File: config.mk
export PLATFORM = sky130hd
export DESIGN_NAME = fp_sub_arbiter
export DESIGN_NICKNAME = d
export VERILOG_FILES = /design/src/rtl/fp_sub_arbiter.sv
export SDC_FILE = /design/constraint.sdc
export NUM_CORES = 1
export LEC_CHECK = 0
export BUFFER_PORTS_ARGS = -buffer_cell sky130_fd_sc_hd__clkbuf_2
export CORE_AREA = 2 2 117 119
export CTS_CLUSTER_SIZE = 16
export DETAILED_ROUTE_END_ITERATION = 7
export DIE_AREA = 0 0 119 121
export PLACE_DENSITY = 0.8
export SLEW_MARGIN = 15
export SYNTH_ARGS = -nofsm -noshare
export SYNTH_HDL_FRONTEND = slang
export SYNTH_SLANG_ARGS = --single-unit
File: constraint.sdc
create_clock -name clk -period 9 [get_ports clk]
set_clock_uncertainty 0.05 [all_clocks]
set_input_delay 0.45 -clock clk [delete_from_list [all_inputs] [get_ports clk]]
set_output_delay 0.45 -clock clk [all_outputs]
set_load 0.05 [all_outputs]
File: src/rtl/fp_sub_arbiter.sv
// Round-robin arbiter sharing one IEEE-754 single subtractor between two requesters.
// Optional WAIT-state watchdog enabled by defining FP_SUB_ARB_TIMEOUT_EN.
module fp_sub_arbiter #(
  parameter int unsigned TIMEOUT_CYCLES = 64
) (
  input  logic        clk,
  input  logic        rst,
  input  logic        req0,
  input  logic        req1,
  input  logic [31:0] a0,
  input  logic [31:0] a1,
  input  logic [31:0] b0,
  input  logic [31:0] b1,
  output logic        done0,
  output logic        done1,
  output logic [31:0] z0,
  output logic [31:0] z1,
  output logic [31:0] sub_a,
  output logic [31:0] sub_b,
  output logic        sub_start,
  output logic        sub_ack,
  input  logic [31:0] sub_z,
  input  logic        sub_valid,
  input  logic        sub_idle,
  output logic        busy,
  output logic        owner,
  output logic        timeout_err
);

  typedef enum logic [1:0] {S_IDLE, S_ISSUE, S_WAIT, S_DELIVER} state_e;

  state_e      state_q;
  logic        last_q;
  logic        owner_q;
  logic        busy_q;
  logic        start_q;
  logic        ack_q;
  logic        done0_q;
  logic        done1_q;
  logic [31:0] a_q;
  logic [31:0] b_q;
  logic [31:0] z0_q;
  logic [31:0] z1_q;
  logic        gnt;

`ifdef FP_SUB_ARB_TIMEOUT_EN
  localparam int unsigned CW = $clog2(TIMEOUT_CYCLES + 1);
  localparam logic [31:0] QNAN = 32'h7FC0_0000;
  logic [CW-1:0] cnt_q;
  logic          terr_q;
`endif

  // On a tie the requester not served last wins; otherwise the lone requester.
  assign gnt = (req0 && req1) ? ~last_q : req1;

  always_ff @(posedge clk or posedge rst) begin
    if (rst) begin
      state_q <= S_IDLE;
      last_q  <= 1'b1;
      owner_q <= 1'b0;
      busy_q  <= 1'b0;
      start_q <= 1'b0;
      ack_q   <= 1'b0;
      done0_q <= 1'b0;
      done1_q <= 1'b0;
      a_q     <= 32'h0;
      b_q     <= 32'h0;
      z0_q    <= 32'h0;
      z1_q    <= 32'h0;
`ifdef FP_SUB_ARB_TIMEOUT_EN
      cnt_q   <= '0;
      terr_q  <= 1'b0;
`endif
    end else begin
      start_q <= 1'b0;
      ack_q   <= 1'b0;
      done0_q <= 1'b0;
      done1_q <= 1'b0;
      unique case (state_q)
        S_IDLE: begin
          if ((req0 || req1) && sub_idle) begin
            owner_q <= gnt;
            a_q     <= gnt ? a1 : a0;
            b_q     <= gnt ? b1 : b0;
            start_q <= 1'b1;
            busy_q  <= 1'b1;
            state_q <= S_ISSUE;
          end
        end
        S_ISSUE: begin
`ifdef FP_SUB_ARB_TIMEOUT_EN
          cnt_q   <= '0;
`endif
          state_q <= S_WAIT;
        end
        S_WAIT: begin
          if (sub_valid) begin
            if (owner_q) z1_q <= sub_z;
            else         z0_q <= sub_z;
            ack_q   <= 1'b1;
            done0_q <= ~owner_q;
            done1_q <= owner_q;
            state_q <= S_DELIVER;
          end
`ifdef FP_SUB_ARB_TIMEOUT_EN
          // Watchdog: deliver a quiet NaN once the WAIT budget is spent.
          else if (cnt_q == CW'(TIMEOUT_CYCLES - 1)) begin
            if (owner_q) z1_q <= QNAN;
            else         z0_q <= QNAN;
            terr_q  <= 1'b1;
            done0_q <= ~owner_q;
            done1_q <= owner_q;
            state_q <= S_DELIVER;
          end else begin
            cnt_q <= cnt_q + CW'(1);
          end
`endif
        end
        S_DELIVER: begin
          last_q  <= owner_q;
          busy_q  <= 1'b0;
          state_q <= S_IDLE;
        end
        default: state_q <= S_IDLE;
      endcase
    end
  end

  assign done0     = done0_q;
  assign done1     = done1_q;
  assign z0        = z0_q;
  assign z1        = z1_q;
  assign sub_a     = a_q;
  assign sub_b     = b_q;
  assign sub_start = start_q;
  assign sub_ack   = ack_q;
  assign busy      = busy_q;
  assign owner     = owner_q;
`ifdef FP_SUB_ARB_TIMEOUT_EN
  assign timeout_err = terr_q;
`else
  assign timeout_err = 1'b0;
`endif

endmodule

# After elaboration in Yosys (flattened, before gate mapping)
# Cells that the tools add are included.
[word_totals]
register_bits = 137
in_bits = 166
output_inout_bits = 135
[op_classes]
muxes = 16
bitwise_logic = 2
n_eq_ne = 5
reduce_logical = 10
[ops]
columns = ["cell", "count"]
rows = [
  ["$mux W32", 2],
  ["$mux W1", 10],
  ["$pmux W2 S4", 1],
  ["$reduce_and A2 Y1", 3],
  ["$reduce_and A3 Y1", 2],
  ["$eq A2 B2 Y1 const B", 2],
  ["$mux W2", 2],
  ["$ne A2 B2 Y1 const B", 2],
  ["$eq A2 B1 Y1 const B", 1],
  ["$logic_and A1 B1 Y1", 2],
  ["$logic_not A2 Y1", 1],
  ["$not A1 Y1", 2],
  ["$pmux W1 S2", 1],
  ["$reduce_bool A2 Y1", 1],
  ["$logic_or A1 B1 Y1", 1],
]

# Longest topological paths before layout
# Gate-level depths: netlist of the first run.
[logic_depth]
ltp_word = 4
mapped_depth = 8
mapped_depth_nobuf = 5

# Worst setup path before layout of the first run
# OpenSTA, ideal clock, no wires.
[synth_timing]
path_type = "register to register"
startpoint = "register owner_q (netlist: owner)"
endpoint = "register z0_q[10] (netlist: z0[10])"
arrival_time_ns = 1.448
stages_incl_launch_ff = 5
n_path_buf = 2
path_slack_ns = 7.377
required_ns = 8.825
cell_sequence = "dfrtp_1 > nand2b_4 > buf_6 > buf_12 > mux2_4"
[synth_between]
elab_chain_len = 2
[synth_rtl]
columns = ["item", "line", "text"]
rows = [
  ["start: declaration", "34", "logic owner_q;"],
  ["start signal: assignment", "82", "owner_q <= gnt;"],
  ["$not A1 Y1 (no line)", "--", ""],
  ["$reduce_and A3 Y1 (no line)", "--", ""],
  ["end signal: assignment", "99", "else z0_q <= sub_z;"],
  ["end: declaration", "42", "logic [31:0] z0_q;"],
]
# No other way between the ends.
# A chain may end at the register's enable or synchronous reset.

# Final worst setup path of the first run
[layout_timing]
startpoint = "register state_q[0]"
endpoint = "register z1_q[24] (netlist: z1[24])"
[layout_between]
elab_chain_len = 2
[layout_rtl]
columns = ["item", "line", "text"]
rows = [
  ["start: declaration", "32", "state_e state_q;"],
  ["start signal: assignment", "58", "state_q <= S_IDLE;"],
  ["start signal: assignment", "87", "state_q <= S_ISSUE;"],
  ["start signal: assignment", "94", "state_q <= S_WAIT;"],
  ["$eq A2 B2 Y1", "79", "unique case (state_q)"],
  ["$reduce_and A3 Y1 (no line)", "--", ""],
  ["end signal: assignment", "98", "if (owner_q) z1_q <= sub_z;"],
  ["end: declaration", "43", "logic [31:0] z1_q;"],
]
# No other way between the ends.

==> metrics, run 1 <==
number of primary I/O pins 301; commonest cells in the netlist 136 x dfrtp_1, 129 x nand2_1, 66 x nor2_1; CP arrival 2.28 ns; post-synthesis mux area share 0.146; Post-Synth Adder-Cell Area 0.00844; CTS buffer count 17; Ys Warns 0; crit path capture type flip-flop; crit share post-route 0.227; core box area 13100 um^2; initial DRC count 241; synth top area cells dfrtp_1 57%, nand2_1 8.2%, mux2_4 7.6%, mux2_2 7.0%, a31oi_1 6.8%; Placer Congestion 0.806; Yosys cell types 27; clock buffer depth 2; DR pass1 iterations 5; final WL 14800 um; Syn-to-layout area delta 34.9%; mean post-synth cell area 11.4 um^2; endpoints failing hold 0; most common cell in the synthesized netlist dfrtp_1; worst slack, placed around 6.7 ns; pin count of the biggest net entering global routing 129; Final WS setup roughly 7.0 ns; DP HPWL 10800 um; Sinks on Clock Net approximately 140; total track usage 0.209; Die Y approximately 120 um; sequential cell area fraction in the yosys report 0.578; Slowest cell on crit path nand2_2; Post-Syn Area ~6000 um^2; vias post-DR 4826; Detail Route Antenna Nets 0; number of enable flip-flop cells after synthesis 0; initial antenna violation count 0; P_leak about 0.0042 uW; Clock Root Buffer clkbuf_16; final setup fails 0; XOR/XNOR Fraction of Synth Area 0; clk_lat worst skew 0.40 ns; CP Cell Sequence inv_1 -> ha_1 -> and2_4 -> nand2_2 -> mux2_2; Final Slew Violations 0; TNS Setup 0 ns; CTS tree done; Synth Area in Simple Gates 0.129; Worst-Margin Slew 0.895 ns; CP max FO 33; GR Overflow Total 0; first-pass GRT wire length 23400 um; Synth top area share 0.574; prevailing post-synth register cell dfrtp_1; maximum VDD drop about 0.25 mV; RSZ-0062 raised after global routing no; startpoint types flip-flop; PwrDens 482 nW/um^2; # diodes 0; minimum period implied by the final worst setup slack around 2.0 ns; #FFs+latches synth 137; Residual DRC 0; DR vias/cell 4.85; Final nets 976; Setup CP Type reg -> reg; max_slew headroom 0.403; Worst-path clk slew 0.06 ns; critical path's largest stage delay about 0.6 ns; H-tree depth 4; CP bufs+invs 1; Worst EP required 9.23 ns; Port-buffer cells 299; Post-synth ARST share 1.00; share of cells above drive strength 1 0.499; DIE WIDTH ~120 um; max-cap violation count 0; Site Rows 42; critical path's top delay family simple AND/OR/NAND/NOR gates; worst min path class in -> async; post-synth top area cell dfrtp_1; compound-gate portion of the synthesized area 0.0768; Setup Fix Bufs, Post-CTS 0; vias in the first global route roughly 4800; Synth Net Count 691; post-synthesis cell count 521; FMAX ~490 MHz; status finished clean; Die ar. between 10000 and 15000 um^2; DR WL/cell 14.9 um; Post-CTS Hold Buffers 0; initial core utilization 0.453; post_cts resized 0; largest family of logic cells by synthesized area multiplexers
[where the power goes]
part / internal [uW] / total [uW] / leakage [uW] / switching (uW)
Clock: 474 / 736 / 0.000301 / 262
Combinational: 532 / 2020 / 0.00230 / 1480
Sequential: 927 / 1100 / 0.00160 / 175
Total: 1930 / 3850 / 0.00419 / 1920
[path summary, 6_finish.rpt]
kind,depth (start not counted),endpoint,from,slack [ns]
max reg2reg,5,z1[24],state_q[0],6.95
min in group clk,3,sub_b[19],b0[19],0.22
min,2,z0[23],rst,0.07
max,5,z1[24],state_q[0],6.95
min reg2reg,1,z1[17],z1[17],0.45
max in group asynchronous,3,sub_b[20],rst,7.52
[layout by cell type, fill, tap and decap left out, drive strengths merged]
cell / count
clkinv: 3
nand2b: 1
nand2: 130
o211a: 1
dfstp: 1
conb: 1
and2: 1
o21ai: 1
nor2: 66
inv: 8
a21boi: 1
a21bo: 1
buf: 4
clkbuf: 318
a31oi: 64
dfrtp: 136
a2bb2oi: 1
ha: 4
a21oi: 2
bufinv: 4
clkinvlp: 3
mux2: 67
nor2b: 1
[metrics by stage]
stage	utilization	hold WS (ns)	power, uW	cell area, um^2	instances
after floorplan	-	0.482	2690	5930	521
after global placement	0.562	0.437	3090	7360	963
after detailed placement	0.562	0.442	3140	7360	963
after CTS	0.611	0.0771	3890	7990	995
after global routing	0.611	0.0940	4040	8000	995
final	0.611	0.0655	3850	8000	995
[registers in the layout, summed over array words and instances, names as in the netlist, 2 cells and up]
register	cells
sub_a	32
z0	32
sub_b	32
z1	32
state_q	2
[final cells by class]
| type | instances | area (um^2) |
|---|---|---|
| clock buffer | 19 | 443 |
| clock inverter | 13 | 191 |
| fill | 1077 | 5090 |
| inverter | 5 | 23.8 |
| multi-input combinational | 342 | 2160 |
| sequential | 137 | 3430 |
| tap | 176 | 220 |
| timing repair buffer | 303 | 1530 |
[routing by layer]
| layer | GRT usage | vias up | part of all wire | wire length [um] |
|---|---|---|---|---|
| met5 | 0 | - | 0 | 0 |
| met4 | 0.0885 | 0 | 0.024 | 353 |
| met3 | 0.0606 | 20 | 0.068 | 1010 |
| met2 | 0.361 | 231 | 0.51 | 7550 |
| met1 | 0.245 | 2252 | 0.40 | 5900 |
| li1 | - | 2323 | - | - |
[cells by family after synthesis]
group | after synthesis
and+or+nand+nor | 199
adders and majority gates | 4
muxes | 67
DFF | 137
buffers and inverters | 42
other | 1
AOI/OAI and AO/OA | 71
[worst reg2reg max path, cell delays in order (launching register included)]
cell and delay [ns]:
dfrtp_1 0.37, inv_1 0.09, ha_1 0.22, and2_4 0.16
nand2_2 0.61, mux2_2 0.43
Note: power is estimated with default switching activity, not from simulation.
==> run 2: changes to the inputs <==
- CORE_AREA: 2 2 117 119 -> default
- CORE_MARGIN: default -> 2
- CORE_UTILIZATION: default -> 46
- DIE_AREA: 0 0 119 121 -> default
- PLACE_DENSITY: 0.8 -> 0.81
- clock period: 9 -> 2.1 ns (I/O delays scaled with it)
==> run 2 against run 1 <==
Against the previous run: combinational power rose to 4.8 times the previous value; sequential cell count unchanged; register-to-register slack worse by 6.9 ns; largest cell class is now buffers; via count up 29%; clock-buffer cell count up 1; global-route usage up 11 points; sequential share of layout area down 8.4 points.
==> metrics, run 2 (synthesis results as in run 1) <==
core box area 12600 um^2; DIE WIDTH roughly 120 um; PwrDens 1800 nW/um^2; total power approximately 18000 uW; share of cells above drive strength 1 0.428; vias post-DR ~6200; Post-Layout Inst Area 9930 um^2; number of primary I/O pins 301; CP max FO 12; Final Slew Violations 0; final setup fails 0; Die ar. roughly 14000 um^2; CP arrival about 2.3 ns; Worst R2R Setup Slack between 0.05 and 0.06 ns; placed inst area 7500 um^2; vias in the first global route 6455; DR WL/cell ~19 um; endpoints failing hold 0; CTS buffer count 17; maximum VDD drop between 0.8 and 0.9 mV; Port-buffer cells 299; Filler Cell Count 680; Sinks on Clock Net 137; Worst EP required between 2 and 2.5 ns; FMAX between 400 and 500 MHz; max-cap violation count 0; CTS tree done; crit path capture type flip-flop; worst slack, placed about 0.32 ns; status finished clean; Final nets 1154; P_leak 0.00501 uW; GR Overflow Total 0; Final Non-Filler Cells 1170; DR pass1 iterations 5; commonest non-fill, non-tap cell in the layout clkbuf_2; Setup CP Type reg -> reg; H-tree depth 4; first-pass GRT wire length 34200 um; startpoint types flip-flop; Die Y 118 um; pin count of the biggest net entering global routing 75; Clock Root Buffer clkbuf_16; commonest non-fill, non-tap cells in the layout 299 x clkbuf_2, 162 x dlygate4sd3_1, 136 x dfrtp_1; initial core utilization 0.470; Residual DRC 0; Placed Instances between 900 and 1000; initial antenna violation count 1; initial DRC count 591; Worst-path clk slew 0.06 ns; Detail Route Antenna Nets 0; clock buffer depth 2; worst min path class in -> reg; DP HPWL 11200 um; clk_lat worst skew 0.41 ns; Final WS setup 0.0544 ns; Placer Congestion ~0.79; crit share post-route 0.974; minimum period implied by the final worst setup slack 2.05 ns; Site Rows 41; DR vias/cell 5.31; Syn-to-layout area delta 67.5%; TNS Setup 0 ns; final WL between 20000 and 25000 um; RSZ-0062 raised after global routing yes; total track usage 0.317
run 2: cell types whose count changed in the layout (fill, tap and decap cells not counted), sizes merged:
cell	change
dlygate4sd3	+162
buf	+12
clkbuf	+5
clkinvlp	-2
clkinv	+1
diode	+1
run 2: routing by layer:
layer	vias up	global-route usage	wire, um
li1	2690	-	-
met1	2950	0.363	8260
met2	472	0.547	11300
met3	103	0.0814	1930
met4	0	0.169	1090
met5	-	0	0
run 2: layout make-up:
type | count | area [um^2] | area share
tap | 172 | 215 | 0.0217
multi-input combinational | 342 | 2180 | 0.219
inverter | 5 | 22.5 | 0.00227
clock inverter | 12 | 186 | 0.0188
timing repair buffer | 481 | 3450 | 0.348
clock buffer | 20 | 447 | 0.0450
sequential | 137 | 3430 | 0.345
antenna | 1 | 2.50 | 0.000252
run 2: report_power, final:
group / leakage [uW] / total (uW) / switching, uW / internal [uW]
logic: 0.00310 / 9780 / 6840 / 2940
clock network: 0.000310 / 3230 / 1190 / 2040
registers: 0.00160 / 4830 / 856 / 3970
run 2: critical path, cell delays in order (launching register included):
cell           delay [ns]
dfrtp_1              0.41
inv_2                0.10
ha_4                 0.16
o211a_4              0.26
buf_4                0.15
clkbuf_16            0.16
a31oi_1              0.07
dlygate4sd3_1        0.57
run 2: worst paths after layout:
| check | depth (start not counted) | end | startpoint |
|---|---|---|---|
| max | 7 | sub_a[24] | state_q[0] |
| min | 4 | state_q[0] | sub_idle |
| max reg2reg | 7 | sub_a[24] | state_q[0] |
| min reg2reg | 1 | z1[20] | z1[20] |
| max in group asynchronous | 4 | sub_a[7] | rst |
| min in group asynchronous | 3 | z1[2] | rst |
run 2: repair_timing:
| item | in CTS | in global routing |
|---|---|---|
| gates resized for setup | 0 | 8 |
| setup buffers | 0 | 4 |
| setup endpoints to repair | 0 | 19 |
| hold endpoints to repair | 265 | 0 |
| hold buffers | 162 | 0 |
run 2: metrics by stage:
step	util	hold slack, ns
global placement	0.594	0.00750
CTS	0.773	0.0749
global route	0.787	0.125
detailed placement	0.594	0.00470
floorplan	-	0.203
finish	0.787	0.114
==> run 3: changes to the inputs <==
- RECOVER_POWER: default -> 25
==> run 3 against run 2 <==
Against the previous run: worst hold slack worse by 0.00066 ns; fmax shrank 0.70%; global-route usage stayed put; critical path depth stayed put; combinational power about the same; worst setup slack worse by 0.014 ns; register-to-register slack barely moved; core utilization fell by 0.24 points; power is essentially flat; clock power barely moved; first-iteration DRC count increased by 12%; largest cell class is now flip-flops and latches; largest power group unchanged.
==> metrics, run 3 (synthesis results as in run 1) <==
worst hold slack 0.114 ns; Filler Cell Count a little under 700; Sinks on Clock Net 137; crit path capture type flip-flop; core box area 12600 um^2; maximum VDD drop 0.826 mV; met2 GRT Util 0.547; Final nets 1154; CP max FO 12; total power around 18000 uW; number of primary I/O pins 301; number of cells on the critical path 7; Die Y 118 um; placed inst area around 7500 um^2; startpoint types flip-flop; Detail Route Antenna Nets 0; clk_lat worst skew 0.41 ns; first-pass GRT wire length 34200 um; DIE WIDTH 118 um; Layout Utilization 0.785; minimum period implied by the final worst setup slack 2.06 ns; vias in the first global route between 6000 and 7000; crit path from state_q[0]; M3 GR Usage 0.0814; Slowest cell on crit path dlygate4sd3_1; Setup CP Type reg -> reg; critical path's largest stage delay 0.57 ns; Placer Congestion 0.792; CTS tree done; final setup fails 0; vias post-DR 6218; commonest non-fill, non-tap cells in the layout 299 x clkbuf_2, 162 x dlygate4sd3_1, 136 x dfrtp_1; status finished clean; pin count of the biggest net entering global routing 75; PwrDens 1800 nW/um^2; share of cells above drive strength 1 0.428; crit share post-route 0.981; Worst R2R Setup Slack about 0.040 ns; M1 GR Usage 0.363; area of the multi-input gates 2180 um^2; Worst EP required 2.34 ns; RSZ-0062 raised after global routing yes; initial core utilization 0.470; commonest non-fill, non-tap cell in the layout clkbuf_2; max_slew headroom 0.178; CP bufs+invs 4; Syn-to-layout area delta 67.0%; critical path endpoint sub_a[24]; DR WL/cell 19.3 um; GR peak layer met2; GR Overflow Total 0; Clock Root Buffer clkbuf_16; Final Slew Violations 0; DR pass1 iterations 6; DP HPWL 11200 um; critical path's top delay family buffers and inverters; initial antenna violation count 1; Die ar. between 10000 and 15000 um^2; Reg area ~3400 um^2; FMAX roughly 490 MHz; FF-to-FF End sub_a[24]; initial DRC count 663; Port-buffer cells 299; Worst-path clk slew 0.06 ns; Residual DRC 0; final WL approximately 23000 um; worst min path class in -> reg; clock buffer depth 2; H-tree depth 4; CTS buffer count 17; CP Cell Sequence inv_2 -> ha_4 -> o211a_4 -> buf_4 -> clkbuf_16 -> a31oi_1 -> dlygate4sd3_1; reg2reg start state_q[0]; total track usage 0.317; DR vias/cell roughly 5.3; Post-Layout Inst Area 9900 um^2; P_leak 0.00500 uW; max-cap violation count 0; Worst-Margin Slew around 1.2 ns; CP arrival ~2.3 ns; worst r2r path cells 7; endpoints failing hold 0; Site Rows 41
## run 3: timing repair
| action | 4_1_cts | 5_1_grt |
|---|---|---|
| setup buffers | 0 | 4 |
| hold buffers | 162 | 0 |
| resized for setup | 0 | 8 |
| hold endpoints to repair | 265 | 0 |
| endpoints found under the setup margin | 0 | 19 |
## run 3: metrics by stage
stage          instances  setup TNS (ns)  worst slack (ns)
6_report            1170               0            0.0399
5_1_grt             1170         -0.0578           -0.0298
4_1_cts             1161               0            0.0197
3_3_place_gp         967               0             0.371
2_1_floorplan        521               0             0.239
3_5_place_dp         967               0             0.323
## run 3: area by class of cell
cell class                      instances  area share
Clock buffer                           20      0.0451
Tap cell                              172      0.0217
Multi-Input combinational cell        342       0.220
Antenna cell                            1    0.000253
Sequential cell                       137       0.346
Timing Repair Buffer                  481       0.346
Clock inverter                         12      0.0188
Inverter                                5     0.00202
## run 3: routing by layer
metal  wire length, um  share of wire  up-vias
met5                 0              0        -
met2             11300           0.50      484
met1              8140           0.36     2948
li1                  -              -     2687
met4              1100          0.049        0
met3              2010          0.089       99
## run 3: worst min-delay path, delay by kind of cell
kind | cells | cell delay, ns
simple gates | 1 | 0.12
compound gates | 2 | 0.20
buf+inv | 1 | 0.10
## run 3: worst min-delay path by stage
stage                       endpoint      from  slack [ns]  cells past startpoint
after floorplan             sub_b[0]     b0[0]        0.20                      2
after global placement         z1[2]       rst       0.007                      2
after detailed placement       z1[2]       rst       0.005                      2
after CTS                 state_q[0]  sub_idle        0.07                      4
after global routing            busy  sub_idle        0.13                      4
final                           busy  sub_idle        0.11                      4
## run 3: power by group
group	internal (uW)	switching, uW	leakage, uW
Combinational	2930	6840	0.00309
Sequential	3970	856	0.00160
Clock	2040	1180	0.000310
